### config.mk
export PLATFORM = sky130hd
export DESIGN_NAME = hazard_ctrl_unit
export DESIGN_NICKNAME = d
export VERILOG_FILES = /design/src/rtl/pipe_ctrl_pkg.sv /design/src/rtl/fwd_sel_calc.sv /design/src/rtl/hazard_ctrl_unit.sv
export SDC_FILE = /design/constraint.sdc
export NUM_CORES = 1
export LEC_CHECK = 0
export CORE_ASPECT_RATIO = 0.6
export CORE_UTILIZATION = 42
export CTS_BUF_LIST = sky130_fd_sc_hd__clkbuf_16
export DETAILED_ROUTE_END_ITERATION = 10
export PLACE_DENSITY_LB_ADDON = 0.05
export SLEW_MARGIN = 20
export SYNTH_ARGS = -nofsm -noshare
export SYNTH_HDL_FRONTEND = slang
export SYNTH_SLANG_ARGS = --single-unit
### constraint.sdc
create_clock -name clk -period 2.1 [get_ports clk]
set_input_delay 0.42 -clock clk [delete_from_list [all_inputs] [get_ports clk]]
set_output_delay 0.42 -clock clk [all_outputs]
set_load 0.03 [all_outputs]
### src/rtl/pipe_ctrl_pkg.sv
// pipe_ctrl_pkg: shared forwarding-select and hazard-state encodings for the 5-stage pipeline.
package pipe_ctrl_pkg;
  typedef enum logic [1:0] {
    FWD_REG    = 2'b00,
    FWD_MEM_WB = 2'b01,
    FWD_EX_MEM = 2'b10
  } fwd_sel_e;
  typedef enum logic [1:0] {
    RUN      = 2'b00,
    LU_STALL = 2'b01,
    MEM_WAIT = 2'b10
  } hz_state_e;
endpackage

### src/rtl/fwd_sel_calc.sv
// fwd_sel_calc: per-operand forwarding select from ID source compare against ID/EX and EX/MEM.
module fwd_sel_calc
  import pipe_ctrl_pkg::*;
#(
  parameter int REG_AW = 5
) (
  input  logic [REG_AW-1:0] i_rs,
  input  logic              i_uses,
  input  logic [REG_AW-1:0] i_id_ex_rd,
  input  logic              i_id_ex_reg_write,
  input  logic [REG_AW-1:0] i_ex_mem_rd,
  input  logic              i_ex_mem_reg_write,
  output fwd_sel_e          o_sel
);
  logic w_live;
  assign w_live = i_uses && (i_rs != '0);
  // the younger producer (now in ID/EX, next in EX/MEM) holds the newest value
  assign o_sel = (w_live && i_id_ex_reg_write && i_id_ex_rd == i_rs)   ? FWD_EX_MEM :
                 (w_live && i_ex_mem_reg_write && i_ex_mem_rd == i_rs) ? FWD_MEM_WB : FWD_REG;
endmodule

### src/rtl/hazard_ctrl_unit.sv
// hazard_ctrl_unit: forwarding selects, load-use stall, branch flush and dmem-wait freeze.
module hazard_ctrl_unit
  import pipe_ctrl_pkg::*;
#(
  parameter int REG_AW = 5,
  parameter int CNT_W  = 16
) (
  input  logic              clk,
  input  logic              rst_n,
  input  logic [REG_AW-1:0] i_id_rs1,
  input  logic [REG_AW-1:0] i_id_rs2,
  input  logic              i_id_uses_rs1,
  input  logic              i_id_uses_rs2,
  input  logic [REG_AW-1:0] i_id_ex_rd,
  input  logic              i_id_ex_reg_write,
  input  logic              i_id_ex_mem_read,
  input  logic [REG_AW-1:0] i_ex_mem_rd,
  input  logic              i_ex_mem_reg_write,
  input  logic              i_ex_mem_mem_access,
  input  logic              i_dmem_ready,
  input  logic              i_ex_branch_taken,
  output logic              o_pc_write,
  output logic              o_if_id_write,
  output logic              o_if_id_flush,
  output logic              o_id_ex_bubble,
  output logic              o_pipe_freeze,
  output logic [1:0]        o_forward_a,
  output logic [1:0]        o_forward_b,
  output logic [CNT_W-1:0]  o_stall_cycles,
  output hz_state_e         o_state
);
  fwd_sel_e   w_sel_a, w_sel_b, r_fwd_a, r_fwd_b;
  hz_state_e  r_state, w_next_state;
  logic [CNT_W-1:0] r_stall_cycles;
  logic w_mem_wait, w_flush, w_load_use, w_lu_raw;

  fwd_sel_calc #(.REG_AW(REG_AW)) u_fwd_a (
    .i_rs(i_id_rs1), .i_uses(i_id_uses_rs1),
    .i_id_ex_rd(i_id_ex_rd), .i_id_ex_reg_write(i_id_ex_reg_write),
    .i_ex_mem_rd(i_ex_mem_rd), .i_ex_mem_reg_write(i_ex_mem_reg_write),
    .o_sel(w_sel_a)
  );
  fwd_sel_calc #(.REG_AW(REG_AW)) u_fwd_b (
    .i_rs(i_id_rs2), .i_uses(i_id_uses_rs2),
    .i_id_ex_rd(i_id_ex_rd), .i_id_ex_reg_write(i_id_ex_reg_write),
    .i_ex_mem_rd(i_ex_mem_rd), .i_ex_mem_reg_write(i_ex_mem_reg_write),
    .o_sel(w_sel_b)
  );

  // rst_n gating keeps the stall/flush outputs in their run values while reset is held
  assign w_lu_raw   = i_id_ex_mem_read && (i_id_ex_rd != '0) &&
                      ((i_id_uses_rs1 && i_id_rs1 == i_id_ex_rd) || (i_id_uses_rs2 && i_id_rs2 == i_id_ex_rd));
  assign w_mem_wait = rst_n && i_ex_mem_mem_access && !i_dmem_ready;
  assign w_flush    = rst_n && !w_mem_wait && i_ex_branch_taken;
  assign w_load_use = rst_n && !w_mem_wait && !w_flush && w_lu_raw;

  always_comb begin
    w_next_state   = w_mem_wait ? MEM_WAIT : w_load_use ? LU_STALL : RUN;
    o_pc_write     = !w_mem_wait && !w_load_use;
    o_if_id_write  = !w_mem_wait && !w_load_use;
    o_if_id_flush  = w_flush;
    o_id_ex_bubble = w_flush || w_load_use;
    o_pipe_freeze  = w_mem_wait;
  end

  always_ff @(posedge clk or negedge rst_n) begin
    if (!rst_n) begin
      r_state        <= RUN;
      r_fwd_a        <= FWD_REG;
      r_fwd_b        <= FWD_REG;
      r_stall_cycles <= '0;
    end else begin
      r_state <= w_next_state;
      if (!w_mem_wait) begin
        r_fwd_a <= (w_flush || w_load_use) ? FWD_REG : w_sel_a;
        r_fwd_b <= (w_flush || w_load_use) ? FWD_REG : w_sel_b;
      end
      if (w_next_state != RUN && r_stall_cycles != '1)
        r_stall_cycles <= r_stall_cycles + CNT_W'(1);
    end
  end

  assign o_forward_a    = r_fwd_a;
  assign o_forward_b    = r_fwd_b;
  assign o_stall_cycles = r_stall_cycles;
  assign o_state        = r_state;
endmodule

# Word-level counts from Yosys, hierarchy flattened
# Cells that the tools add are included.
[totals]
reg_bits = 22
latchBits = 0
mem_bits_rw = 0
mem_bits_ro = 0
in_bits = 30
output_inout_bits = 27
word_cells = 52
n_memories = 0
[classes]
add_sub_neg = 1
n_mul = 0
n_div = 0
magnitude_cmp = 0
eq_ne = 7
shift = 0
n_mux = 8
n_bitwise = 0
reduce_logical = 32
[ops]
columns = ["cell", "n"]
rows = [
  ["== test 5 bit", 6],
  ["logical AND 1 bit", 22],
  ["adder 16 x 1 -> 16 bit, second input constant", 1],
  ["!= test 16 bit, second input constant", 1],
  ["nonzero test 5 bit", 3],
  ["2-to-1 mux 2 bit", 5],
  ["zero test 1 bit", 4],
  ["2-to-1 mux 1 bit", 3],
  ["logical OR 1 bit", 2],
  ["nonzero test 2 bit", 1],
]

# Logic depth before layout (Yosys ltp)
[logic_depth]
depth_word = 12
ltp_mapped = 7
ltp_nobuf = 7

# Modules after synthesis
# From an unflattened synthesis, not the netlist that was laid out.
[hier_totals]
cells_unflattened = 162
hier_area_um2 = 1492.7
[by_module_without_submodules]
columns = ["mod", "instances", "cells_per_inst", "area_each_um2", "seq_area_each_um2"]
rows = [
  ["hazard_ctrl_unit", 1, 126, 1202.4, 550.5],
  ["fwd_sel_calc", 2, 18, 145.1, 0.0],
]

# Worst setup path after synthesis
# Ideal clock, no wire load.
[synth_path]
path_kind = "input-to-reg"
startpoint = "input port i_dmem_ready"
endpoint = "register r_stall_cycles[14], in the netlist o_stall_cycles[14]"
setup_time_ns = 0.128
arrival_ns = 2.128
t_required_ns = 1.972
setup_slack_ns = -0.156
stages = 6
path_cell_list = "nand2b_1 -> nor2_1 -> a41o_4 -> inv_4 -> nor4b_4 -> mux2_1"
[synth_via]
elab_chain_len = 12
[synth_lines]
columns = ["element", "line_no", "source"]
rows = [
  ["start: declaration", "hazard_ctrl_unit.sv:20", "input logic i_dmem_ready,"],
  ["zero test 1 bit (*)", "hazard_ctrl_unit.sv:53", "assign w_mem_wait = rst_n && i_ex_mem_mem_access && !i_dmem_ready;"],
  ["logical AND 1 bit (*)", "hazard_ctrl_unit.sv:53", ""],
  ["named net o_pipe_freeze", "hazard_ctrl_unit.sv:26", "output logic o_pipe_freeze,"],
  ["zero test 1 bit", "--", ""],
  ["logical AND 1 bit", "hazard_ctrl_unit.sv:54, hazard_ctrl_unit.sv:55", ""],
  ["logical AND 1 bit", "hazard_ctrl_unit.sv:54", "assign w_flush = rst_n && !w_mem_wait && i_ex_branch_taken;"],
  ["zero test 1 bit", "hazard_ctrl_unit.sv:55", "assign w_load_use = rst_n && !w_mem_wait && !w_flush && w_lu_raw;"],
  ["logical AND 1 bit (2 in a row)", "hazard_ctrl_unit.sv:55", ""],
  ["2-to-1 mux 1 bit", "hazard_ctrl_unit.sv:58", "w_next_state = w_mem_wait ? MEM_WAIT : w_load_use ? LU_STALL : RUN;"],
  ["2-to-1 mux 2 bit (*)", "hazard_ctrl_unit.sv:58", ""],
  ["nonzero test 2 bit (*)", "hazard_ctrl_unit.sv:78", "if (w_next_state != RUN && r_stall_cycles != '1)"],
  ["logical AND 1 bit (*)", "hazard_ctrl_unit.sv:78", ""],
  ["end signal: assignment", "hazard_ctrl_unit.sv:79", "r_stall_cycles <= r_stall_cycles + CNT_W'(1);"],
  ["end: declaration", "hazard_ctrl_unit.sv:34", "logic [CNT_W-1:0] r_stall_cycles;"],
]
# The timed path passes the listed nets; every way through them passes the cells marked *.
# A chain may end at the register's enable or synchronous reset.

# Final worst setup path
[layout_path]
startpoint = "input port i_id_ex_mem_read"
endpoint = "register r_stall_cycles[14], in the netlist o_stall_cycles[14]"
[layout_via]
elab_chain_len = 7
[layout_lines]
columns = ["element", "line_no", "source"]
rows = [
  ["start: declaration", "hazard_ctrl_unit.sv:16", "input logic i_id_ex_mem_read,"],
  ["logical AND 1 bit (2 in a row)", "hazard_ctrl_unit.sv:51", "assign w_lu_raw = i_id_ex_mem_read && (i_id_ex_rd != '0) &&"],
  ["logical AND 1 bit", "hazard_ctrl_unit.sv:55", ""],
  ["2-to-1 mux 1 bit", "hazard_ctrl_unit.sv:58", ""],
  ["2-to-1 mux 2 bit", "hazard_ctrl_unit.sv:58", ""],
  ["nonzero test 2 bit", "hazard_ctrl_unit.sv:78", ""],
  ["logical AND 1 bit", "hazard_ctrl_unit.sv:78", ""],
]
# Every way passes these cells.

==> Implementation_results.wiki <==
{| class="wikitable"
! Metric !! Value
|-
| Result of the run || completed
|-
| DR vias || around 1,500
|-
| Clock tree sinks || 22
|-
| Post-Syn Nets || about 170
|-
| Clk pin slew, worst setup/hold paths || roughly 0.060 ns
|-
| Fraction of synthesis flops using an asynchronous set or reset pin || 100.0%
|-
| Worst EP required || around 2.2 ns
|-
| TritonCTS clock tree || built
|-
| Count of maximum capacitance violations || 0
|-
| Combinational share of power || roughly 39%
|-
| Die ar. || ~3500 um2
|-
| Ranking of synthesized cells by area || dfrtp_1, xnor2_1, xor2_1
|-
| Fraction of final layout cells sized beyond drive strength 1 || between 30% and 40%
|-
| Number of synthesized flops with an enable pin || 0
|-
| Net switching power || a little over 0.5 mW
|-
| Pwr per Cell Area || 635.8 nW/um2
|-
| Max_slew headroom || ~66%
|-
| Number of antenna-violating nets in the routed design || 0
|-
| Worst setup skew after layout || about 0.0024 ns
|-
| Launch point of the worst path || i_id_ex_mem_read
|-
| Static Leak || roughly 1.1 nW
|-
| Ratio of routed vias to standard cells || 5.338
|-
| Top library cells by usage in the layout, fill and taps aside || buf_4, clkdlybuf4s50_1, dfrtp_1
|-
| Height of the die || between 40 and 50 um
|-
| Main synth FF type || dfrtp_1
|-
| Largest vdd supply drop || 0.7425 mV
|-
| Most common library cell in the layout ignoring fill and taps || buf_4
|-
| Number of max-slew violations in the final report || 0
|-
| Crit path max fanout || 4
|-
| Type of the tightest min-delay check || in -> async
|-
| Top-level port count || 57
|-
| Leftover overflow at the end of global routing || 0
|-
| Max clock buf depth || 2
|-
| Element type at the critical path start || primary input
|-
| Endpoints failing setup || 0
|-
| Core Rows || 15
|-
| Top layer used by detailed routing || met4
|-
| Fmax achieved || just under 500 MHz
|-
| Final number of hold-violating endpoints || 0
|-
| Net switching fraction of the power || roughly a third
|-
| Accumulated negative setup slack || 0 ns
|-
| Seq/Total Area, Yosys || 40.44%
|-
| Routed wire length per instance || ~17 um
|-
| Placeable core area || between 2000 and 3000 um2
|-
| Element type at the critical path end || register
|-
| Arrival time reported for the critical path endpoint || between 2 and 2.5 ns
|-
| Cell at the root of the clock tree || clkbuf_16
|-
| Initial core utilization || about 46%
|-
| Nets || about 270
|-
| Unique cell type count in the Yosys netlist || 31
|-
| DP Wirelength || around 3.3 mm
|-
| Synthesized cell area || ~1400 um2
|-
| Maximum number of pins on one net before global-route repair || 14
|-
| FF+latch count, synth || 22
|-
| Power share of the sequential group || between 30% and 40%
|-
| Yosys synthesis warning count || 0
|-
| Cell type with the highest aggregate area in the netlist || dfrtp_1
|-
| Mapped Avg Cell Area || around 10 um2
|-
| Tmin final || around 2.0 ns
|-
| Crit path largest cell delay || around 0.45 ns
|-
| Die span in x || 75.50 um
|-
| Slowest CP cell || clkdlybuf4s50_1
|-
| Layout area overhead || 78.03%
|-
| Number of I/O port buffers || 56
|-
| Antenna violations before repair || 0
|-
| Post-Route WL || 4.657 mm
|-
| Internal power || ~1 mW
|-
| Core occupancy in the finished layout || about four fifths
|-
| Clock buffer count from CTS || 3
|-
| Global-route total usage across every layer || a little over a quarter
|-
| Layout Cells excl Fill || 281
|-
| Area fraction of the dominant cell type after synthesis || around two fifths
|-
| Setup CP Type || in -> reg
|-
| Vias in the first global route || between 1,000 and 1,500
|-
| Antenna cells || 0
|-
| Gpl congestion || between 0.9 and 1
|-
| Clock insertion delay at the later pin of the skew report || ~0.25 ns
|-
| Number of placed cells counting well taps || 261
|-
| Worst hold-check slack || 0.1688 ns
|-
| Worst r2r src || o_stall_cycles[1]$_DFFE_PN0P_
|-
| Wire length of the first global-routing pass || ~6.6 mm
|-
| Detail Route met3 WL || ~300 um
|-
| Cell chain of the critical path || clkdlybuf4s50_1 > nor2b_2 > a41o_4 > inv_4 > buf_4 > nor4b_4 > mux2_4
|-
| Period Utilization, post-route || 97.42%
|-
| Residual DRC || 0
|-
| Iteration-0 DRC count of the detailed router || 85
|-
| Htree depth || 1
|-
| Clock share of power || 26.0%
|-
| Detailed-routing wirelength on met1 || 2.237 mm
|-
| Routed met2 length || 2.064 mm
|-
| Synth Instances || roughly 140
|-
| Slew at the pin closest to its max-slew limit || between 0.5 and 0.6 ns
|-
| Overall Power || 1.541 mW
|-
| Detailed-routing iteration count for the pre-antenna-repair pass || 4
|}
-- Yosys cell counts (3+ instances only) --
library cell	instances
a32o_1	3
a31oi_1	3
nor3_1	8
nand2_1	7
nor2_1	10
xnor2_1	18
nand3_1	17
xor2_1	11
mux2_2	4
and3_1	5
dfrtp_1	22
nand4_1	4
a21oi_1	3
-- path summary, 6_finish.rpt --
check,slack [ns],cells after the start,endpoint
worst max-delay path,0.05,7,o_stall_cycles[14]$_DFFE_PN0P_
worst min-delay path,0.17,2,o_stall_cycles[12]$_DFFE_PN0P_
worst max register to register,0.12,6,o_stall_cycles[15]$_DFFE_PN0P_
worst min register to register,0.52,1,o_forward_a[0]$_DFFE_PN0N_
max in group asynchronous,1.70,3,o_stall_cycles[1]$_DFFE_PN0P_
min in group clk,0.52,1,o_forward_a[0]$_DFFE_PN0N_
-- repair_timing --
action	in CTS	in global routing
hold buffers	0	0
pin swaps	12	18
gates resized for setup	37	50
buffers inserted	13	3
endpoints found under the setup margin	16	13
-- power by group through the flow --
stage / clock network [mW] / logic [mW] / registers (mW)
2_1_floorplan: 0 / 0.143 / 0.641
3_3_place_gp: 0 / 0.496 / 0.547
3_5_place_dp: 0 / 0.510 / 0.555
4_1_cts: 0.406 / 0.539 / 0.550
5_1_grt: 0.421 / 0.624 / 0.553
6_report: 0.401 / 0.595 / 0.546
-- kinds of logic after synthesis --
| kind of cell | Yosys count | synth area share, % |
|---|---|---|
| XOR/XNOR | 29 | 18.66 |
| buffers and inverters | 4 | 1.563 |
| multiplexers | 5 | 4.136 |
| adder cells (fa/ha/maj) | 1 | 0.9190 |
| flip-flops | 22 | 40.44 |
| AND/OR/NAND/NOR | 61 | 24.54 |
| AO/OA/AOI/OAI | 16 | 9.743 |
-- worst max-delay path: cells and delay by family --
family          cells  cell delay, ns
buf+inv             3            0.65
mux                 1            0.32
simple gates        2            0.52
compound gates      1            0.27
-- state kept, by name (all words and copies together) (netlist names) --
signal	flops
o_forward_b	2
o_forward_a	2
o_stall_cycles	16
o_state	2
-- routing by layer --
layer | vias up | GRT usage, %
li1 | 710 | -
met5 | - | 0
met2 | 60 | 42.32
met1 | 722 | 38.91
met3 | 8 | 5.252
met4 | 0 | 4.815
-- cell type report --
type,instances,area [um2]
clock buffers,3,75.07
repair buffers,98,815.8
inverters,3,13.76
well taps,42,52.55
multi-input cells,112,912.1
fillers,188,541.8
clock inverters,1,3.754
flip-flops and latches,22,550.5
-- per-stage QoR --
step | worst slack [ns] | instance area [um2]
finish | 0.05423 | 2424
global route | -0.005032 | 2424
CTS | -0.004277 | 2344
detailed placement | -0.6966 | 2157
global placement | -0.6354 | 2157
floorplan | 0.05277 | 1364
Note: power is estimated with default switching activity, not from simulation.
